File: src/rtl/float_pkg.sv
`default_nettype none
// ============================================================================
// Package  : float_pkg
// Brief    : Shared FSM encoding, default format widths and special-value
//            constant builders for the constant-subtract float unit.
// Revision : 1.0
// ============================================================================
package float_pkg;

  localparam int DEF_EXP_W = 8;
  localparam int DEF_MAN_W = 23;

  typedef enum logic [2:0] {
    S_IDLE   = 3'd0,
    S_ALIGN  = 3'd1,
    S_ADDSUB = 3'd2,
    S_NORM   = 3'd3,
    S_ROUND  = 3'd4,
    S_DONE   = 3'd5
  } state_t;

  // Results are right-aligned in 64 bits; callers size-cast to their width.
  function automatic logic [63:0] qnan_bits(input int exp_w, input int man_w);
    return (((64'd1 << exp_w) - 64'd1) << man_w) | (64'd1 << (man_w - 1));
  endfunction

  function automatic logic [63:0] inf_bits(input logic sign, input int exp_w, input int man_w);
    return ({63'd0, sign} << (exp_w + man_w)) | (((64'd1 << exp_w) - 64'd1) << man_w);
  endfunction

endpackage
`default_nettype wire

File: src/rtl/float_sub_const_lzc.sv
`default_nettype none
// ============================================================================
// Module   : lzc
// Brief    : Combinational leading-zero counter; all-zero input gives WIDTH.
// Revision : 1.0
// ============================================================================
module lzc #(
  parameter int WIDTH = 27,
  parameter int CNT_W = $clog2(WIDTH + 1)
) (
  input  logic [WIDTH-1:0] i_data,
  output logic [CNT_W-1:0] o_cnt
);

  // Later (higher) set bits override earlier ones, leaving the MSB-most one.
  always_comb begin
    o_cnt = CNT_W'(WIDTH);
    for (int i = 0; i < WIDTH; i++) begin
      if (i_data[i]) begin
        o_cnt = CNT_W'(WIDTH - 1 - i);
      end
    end
  end

endmodule
`default_nettype wire

File: src/rtl/float_sub_const.sv
`default_nettype none
// ============================================================================
// Module   : float_sub_const
// Brief    : Five-step sequential float subtract against a fixed constant,
//            CONST - float_in (op=0) or float_in - CONST (op=1), RNE rounding.
// Revision : 1.0
// ============================================================================
module float_sub_const
  import float_pkg::*;
#(
  parameter int                   EXP_W = DEF_EXP_W,
  parameter int                   MAN_W = DEF_MAN_W,
  parameter logic [EXP_W+MAN_W:0] CONST = 32'h3FC00000
) (
  input  logic                   clk,
  input  logic                   rst,
  input  logic                   start,
  input  logic                   op,
  input  logic [EXP_W+MAN_W:0]   float_in,
  output logic [EXP_W+MAN_W:0]   float_out,
  output logic                   ready
);

  localparam int W     = 1 + EXP_W + MAN_W;
  localparam int EXT   = MAN_W + 4;
  localparam int EW    = EXP_W + 2;
  localparam int CNT_W = $clog2(EXT + 1);

  localparam logic [W-1:0]         c_QNAN      = W'(qnan_bits(EXP_W, MAN_W));
  localparam logic [W-1:0]         c_INF_POS   = W'(inf_bits(1'b0, EXP_W, MAN_W));
  localparam logic [W-1:0]         c_INF_NEG   = W'(inf_bits(1'b1, EXP_W, MAN_W));
  localparam logic [EXP_W-1:0]     c_SHIFT_LIM = EXP_W'(MAN_W + 3);
  localparam logic signed [EW-1:0] c_EXP_ONE   = EW'(1);
  localparam logic signed [EW-1:0] c_EXP_INF   = EW'((2 ** EXP_W) - 1);

  if ((CONST[W-2 -: EXP_W] == {EXP_W{1'b1}}) && (CONST[MAN_W-1:0] == '0)) begin : g_const_inf_err
    $error("float_sub_const: CONST must not be an infinity");
  end

  state_t                 r_state;
  logic                   r_op;
  logic [W-1:0]           r_in;
  logic                   r_sign;
  logic                   r_sub;
  logic signed [EW-1:0]   r_exp;
  logic [EXT-1:0]         r_big;
  logic [EXT-1:0]         r_sml;
  logic [EXT:0]           r_sum;
  logic [EXT-1:0]         r_norm;
  logic                   r_zero;
  logic                   r_spec;
  logic [W-1:0]           r_spec_val;
  logic [W-1:0]           r_out;
  logic                   r_ready;

  // ---------------- ALIGN: minuend a plus negated subtrahend b -------------
  logic [W-1:0]     w_a, w_b;
  logic             w_a_sign, w_b_sign;
  logic [EXP_W-1:0] w_a_exp, w_b_exp;
  logic [MAN_W:0]   w_a_sig, w_b_sig;
  logic             w_swap;
  logic             w_big_sign, w_sml_sign;
  logic [EXP_W-1:0] w_big_exp, w_sml_exp, w_diff;
  logic [MAN_W:0]   w_big_sig, w_sml_sig;
  logic [EXT-1:0]   w_sml_ext, w_lost_mask, w_sml_al;

  assign w_a      = r_op ? r_in : CONST;
  assign w_b      = r_op ? CONST : r_in;
  assign w_a_sign = w_a[W-1];
  assign w_b_sign = ~w_b[W-1];
  assign w_a_exp  = w_a[W-2 -: EXP_W];
  assign w_b_exp  = w_b[W-2 -: EXP_W];
  // Denormals collapse to a zero significand with exponent 0.
  assign w_a_sig  = (w_a_exp == '0) ? '0 : {1'b1, w_a[MAN_W-1:0]};
  assign w_b_sig  = (w_b_exp == '0) ? '0 : {1'b1, w_b[MAN_W-1:0]};
  assign w_swap   = {w_b_exp, w_b_sig} > {w_a_exp, w_a_sig};

  assign w_big_sign = w_swap ? w_b_sign : w_a_sign;
  assign w_sml_sign = w_swap ? w_a_sign : w_b_sign;
  assign w_big_exp  = w_swap ? w_b_exp  : w_a_exp;
  assign w_sml_exp  = w_swap ? w_a_exp  : w_b_exp;
  assign w_big_sig  = w_swap ? w_b_sig  : w_a_sig;
  assign w_sml_sig  = w_swap ? w_a_sig  : w_b_sig;
  assign w_diff     = w_big_exp - w_sml_exp;

  assign w_sml_ext   = {w_sml_sig, 3'b000};
  assign w_lost_mask = ~({EXT{1'b1}} << w_diff);
  assign w_sml_al    = (w_diff >= c_SHIFT_LIM)
                     ? {{(EXT-1){1'b0}}, |w_sml_ext}
                     : ((w_sml_ext >> w_diff) | {{(EXT-1){1'b0}}, |(w_sml_ext & w_lost_mask)});

  logic [EXP_W-1:0] w_in_exp;
  logic             w_in_nan, w_in_inf, w_k_nan;
  logic [W-1:0]     w_in_inf_val;

  assign w_in_exp     = r_in[W-2 -: EXP_W];
  assign w_in_nan     = (&w_in_exp) & (|r_in[MAN_W-1:0]);
  assign w_in_inf     = (&w_in_exp) & ~(|r_in[MAN_W-1:0]);
  assign w_k_nan      = (&CONST[W-2 -: EXP_W]) & (|CONST[MAN_W-1:0]);
  assign w_in_inf_val = (r_in[W-1] ^ ~r_op) ? c_INF_NEG : c_INF_POS;

  // ---------------- NORM / ROUND datapath ---------------------------------
  logic [CNT_W-1:0]     w_lz;
  logic signed [EW-1:0] w_lz_ext;

  lzc #(
    .WIDTH (EXT),
    .CNT_W (CNT_W)
  ) u_lzc (
    .i_data (r_sum[EXT-1:0]),
    .o_cnt  (w_lz)
  );

  assign w_lz_ext = $signed({{(EW-CNT_W){1'b0}}, w_lz});

  logic                 w_up;
  logic [MAN_W+1:0]     w_rsig;
  logic signed [EW-1:0] w_rexp;
  logic [W-1:0]         w_result;

  // Round-to-nearest-even on guard (bit 2) with round|sticky below it.
  assign w_up   = r_norm[2] & (r_norm[3] | r_norm[1] | r_norm[0]);
  assign w_rsig = {1'b0, r_norm[EXT-1:3]} + {{(MAN_W+1){1'b0}}, w_up};
  assign w_rexp = r_exp + $signed({{(EW-1){1'b0}}, w_rsig[MAN_W+1]});

  always_comb begin
    w_result = {r_sign, w_rexp[EXP_W-1:0], w_rsig[MAN_W-1:0]};
    if (r_spec) begin
      w_result = r_spec_val;
    end else if (r_zero || (w_rexp < c_EXP_ONE)) begin
      w_result = '0;
    end else if (w_rexp >= c_EXP_INF) begin
      w_result = r_sign ? c_INF_NEG : c_INF_POS;
    end
  end

  // ---------------- Control ----------------------------------------------
  logic w_accept;
  assign w_accept = start && ((r_state == S_IDLE) || (r_state == S_DONE));

  always_ff @(posedge clk) begin
    if (rst) begin
      r_state    <= S_IDLE;
      r_op       <= 1'b0;
      r_in       <= '0;
      r_sign     <= 1'b0;
      r_sub      <= 1'b0;
      r_exp      <= '0;
      r_big      <= '0;
      r_sml      <= '0;
      r_sum      <= '0;
      r_norm     <= '0;
      r_zero     <= 1'b0;
      r_spec     <= 1'b0;
      r_spec_val <= '0;
      r_out      <= '0;
      r_ready    <= 1'b0;
    end else begin
      // ready trails DONE by one edge, and drops on the accepting edge.
      r_ready <= (r_state == S_DONE) && !w_accept;
      case (r_state)
        S_IDLE, S_DONE: begin
          if (start) begin
            r_in    <= float_in;
            r_op    <= op;
            r_state <= S_ALIGN;
          end
        end
        S_ALIGN: begin
          r_sign     <= w_big_sign;
          r_sub      <= w_big_sign ^ w_sml_sign;
          r_exp      <= $signed({2'b00, w_big_exp});
          r_big      <= {w_big_sig, 3'b000};
          r_sml      <= w_sml_al;
          r_spec     <= w_in_nan | w_in_inf | w_k_nan;
          r_spec_val <= (w_in_nan | w_k_nan) ? c_QNAN : w_in_inf_val;
          r_state    <= S_ADDSUB;
        end
        S_ADDSUB: begin
          r_sum   <= r_sub ? ({1'b0, r_big} - {1'b0, r_sml})
                           : ({1'b0, r_big} + {1'b0, r_sml});
          r_state <= S_NORM;
        end
        S_NORM: begin
          r_zero <= (r_sum == '0);
          if (r_sum[EXT]) begin
            r_norm <= {r_sum[EXT:2], r_sum[1] | r_sum[0]};
            r_exp  <= r_exp + c_EXP_ONE;
          end else begin
            r_norm <= r_sum[EXT-1:0] << w_lz;
            r_exp  <= r_exp - w_lz_ext;
          end
          r_state <= S_ROUND;
        end
        S_ROUND: begin
          r_out   <= w_result;
          r_state <= S_DONE;
        end
        default: begin
          r_state <= S_IDLE;
        end
      endcase
    end
  end

  assign float_out = r_out;
  assign ready     = r_ready;

endmodule
`default_nettype wire

File: config.mk
export PLATFORM = sky130hd
export DESIGN_NAME = float_sub_const
export DESIGN_NICKNAME = d
export VERILOG_FILES = /design/src/rtl/float_pkg.sv /design/src/rtl/float_sub_const_lzc.sv /design/src/rtl/float_sub_const.sv
export SDC_FILE = /design/constraint.sdc
export NUM_CORES = 1
export LEC_CHECK = 0
export CAP_MARGIN = 20
export CORE_MARGIN = 2
export CORE_UTILIZATION = 25
export DETAILED_ROUTE_END_ITERATION = 10
export GPL_TIMING_DRIVEN = 0
export PLACE_DENSITY = 0.47
export SLEW_MARGIN = 15
export SYNTH_ARGS = -nofsm -noshare
export SYNTH_HDL_FRONTEND = slang
export SYNTH_SLANG_ARGS = --single-unit
File: constraint.sdc
create_clock -name clk -period 15.3 [get_ports clk]
set_clock_uncertainty 0.15 [all_clocks]
set_input_delay 1.53 -clock clk [delete_from_list [all_inputs] [get_ports clk]]
set_output_delay 1.53 -clock clk [all_outputs]
set_load 0.03 [all_outputs]
==> reports/results.tsv <==
metric	value	unit
rrSetupSlack	5.05	ns
drt-met1-wl	27.3	mm
grt_setup_unrepaired	false	
grt_pass1_vias	15900	
drt-initial-drc-count	1245	
num_vias	16200	
ys_ff_latch	192	
num_antenna_cells	0	
root_buffer	clkbuf_16	
cts_tree	done	
fin_ws	5.05	ns
status	completed	
synthMuxAreaShare	5.56	%
p_leak	6.31	nW
synthSimpleGateAreaFrac	23.3	%
grt_first_pass_wirelength	98.1	mm
antenna_found_initial	0	
area_delta_synth_final	15.1	%
grt_max_degree	22	
synth_edf_count	0	
synth-compound-area-share	28.4	%
critical_path_class	reg2reg	
grt.total_usage	20.4	%
drv_cap	0	
synth_top_family_by_area	compound AO/OA/AOI/OAI gates	
htreeDepth	4	
drc	0	
synth_area_leaders	dfxtp_1 (25%), a21oi_1 (7.6%), ha_1 (7.3%)	
via_per_inst	5.41	
finalCritPeriodShare	67.0	%
yosysTopAreaCell	dfxtp_1	
top_layer	met4	
synthArstFlopShare	0	%
worstPathRequired	15.58	ns
synthXorXnorAreaFrac	3.77	%
post_cts_buffers	0	
die_h	251	um
fill_cells	6662	
power_density	113	mW/mm2
clock_latency	0.51	ns
netlist_area	0.0153	mm2
wl_met2	31.5	mm
synth.distinct_cells	99	
synth_nets	2233	
drtPass1Iterations	5	
drive_gt1_share	5.67	%
yosysTopAreaCellShare	25.2	%
initial_core_util	25.3	%
cts_resized	0	
cts.clk_slew.worst_paths	0.08	ns
die_w	251	um
fp.coreArea	0.0604	mm2
maxSlewHeadroom	29.8	%
max-vdd-ir-drop	0.0972	mV
ys_warn_count	0	
met3_length	2.63	mm
cp-end-kind	flop	
place_ws	5.13	ns
post-route-min-period	10.25	ns
grt.overflow.total	0	
drt_wl_total	64.5	mm
io_buffer_count	67	
startpoint_type	flop	
hold_viol	0	
final_common_cell	nand2_1	
yosysSeqAreaShare	25.2	%
final_cell_mix	nand2_1 (257), nor2_1 (253), a21oi_1 (232)	
fmax	0.0976	GHz
setup_tns	0	ns
clock_sinks	192	
cts_made_buffers	17	
dieArea	0.0631	mm2
synthAdderAreaFrac	7.55	%
hpwl	52.1	mm
hold_class	reg2reg	
worst_pin_slew	1.05	ns
place.gp.congestion	0.963	
arrival	10.53	ns
finalSetupViolations	0	
wire_per_inst	21.6	um
row_count	90	
num_io_pins	69	
antenna_left	0	
slew_viol_final	0	
synth_flop_cell	dfxtp_1	
clock_path_buffers	2	
syn_area_per_cell	7.26	um2
netlist_instances	2106	
nNetsFinal	2321	
worstPathMaxFanout	10	
hold_buffers	0	
## worst paths after layout
check,startpoint,endpoint,cells past startpoint
min,r_spec_val[30],r_spec_val[30],2
min reg2reg,r_spec_val[30],r_spec_val[30],2
max reg2reg,r_in[30],r_sml[14],22
max,r_in[30],r_sml[14],22
## Yosys cell counts, drive strengths merged (16+ instances only)
| master | instances |
|---|---|
| xor2 | 19 |
| buf | 42 |
| a21o | 20 |
| dfxtp | 192 |
| a22oi | 26 |
| and3 | 18 |
| nand2b | 16 |
| nor2b | 16 |
| inv | 83 |
| nand3 | 52 |
| xnor2 | 45 |
| clkbuf | 119 |
| a211oi | 63 |
| nor2 | 254 |
| nor3 | 72 |
| mux2i | 45 |
| and2 | 28 |
| o31ai | 16 |
| o211ai | 25 |
| ha | 89 |
| o21ai | 109 |
| nand2 | 257 |
| mux2 | 16 |
| nand4 | 19 |
| a31oi | 25 |
| a21oi | 234 |
## metrics by stage
step | utilization, % | area, um2 | power, mW | hold slack, ns | std cells
2_1_floorplan | - | 15300 | 1.19 | 0.282 | 2106
3_3_place_gp | 28.0 | 16900 | 1.51 | 0.320 | 2955
3_5_place_dp | 28.1 | 16900 | 1.50 | 0.328 | 2957
4_1_cts | 29.1 | 17600 | 1.99 | 0.345 | 2988
5_1_grt | 29.1 | 17600 | 2.11 | 0.372 | 2988
6_report | 29.1 | 17600 | 1.99 | 0.337 | 2988
## critical path, cell delays in order, from the launching register on
cell and delay (ns):
dfxtp_1 0.37, clkbuf_1 0.53, nor4_1 0.19, a21oi_1 0.81
clkbuf_1 0.53, buf_1 0.54, nand2_1 0.17, ha_1 0.34
nand4_1 0.17, nor4_1 0.88, o21ai_0 0.39, a31o_4 0.35
a21oi_4 0.42, xnor2_2 0.35, nand2_1 0.31, ha_1 0.40
clkbuf_1 0.56, clkbuf_1 0.57, clkbuf_1 0.53, o311ai_2 0.24
a311oi_1 0.94, a21oi_1 0.26, o21ai_1 0.16
## where the power goes
| group | switching [mW] | leakage [nW] | total (mW) | internal (mW) |
|---|---|---|---|---|
| clock network | 0.251 | 0.302 | 0.490 | 0.239 |
| registers | 0.0406 | 1.56 | 0.568 | 0.528 |
| logic | 0.627 | 4.44 | 0.933 | 0.307 |
## kinds of logic (layout without fill, tap and decap cells)
| family | Yosys count | count (layout) |
|---|---|---|
| simple gates | 785 | 785 |
| compound gates | 660 | 660 |
| buf+inv | 244 | 344 |
| flops | 192 | 192 |
| fa+ha+maj | 91 | 91 |
| mux | 70 | 70 |
| xor+xnor | 64 | 64 |
## flip-flops by register name, indices dropped and copies added (netlist names)
name / flops
r_norm: 27
r_sub: 1
r_state: 3
r_in: 32
ready: 1
r_sum: 28
r_exp: 10
r_sign: 1
r_big: 24
r_sml: 27
r_zero: 1
r_op: 1
float_out: 32
r_spec_val: 3
r_spec: 1
## metal layers
layer	global-route usage, %	up-vias
met5	0	-
met4	10.8	0
met3	2.57	143
met2	35.6	494
met1	24.3	7713
li1	-	7803
## area by class of cell
| type | count | area (um2) | area share [%] |
|---|---|---|---|
| Buffer | 161 | 652 | 3.71 |
| Sequential cell | 192 | 3840 | 21.9 |
| Multi-Input combinational cell | 1670 | 10500 | 59.6 |
| Clock buffer | 17 | 425 | 2.42 |
| Timing Repair Buffer | 69 | 681 | 3.87 |
| Clock inverter | 14 | 213 | 1.21 |
| Tap cell | 782 | 978 | 5.56 |
| Inverter | 83 | 312 | 1.77 |
(Power assumes the default switching activity.)
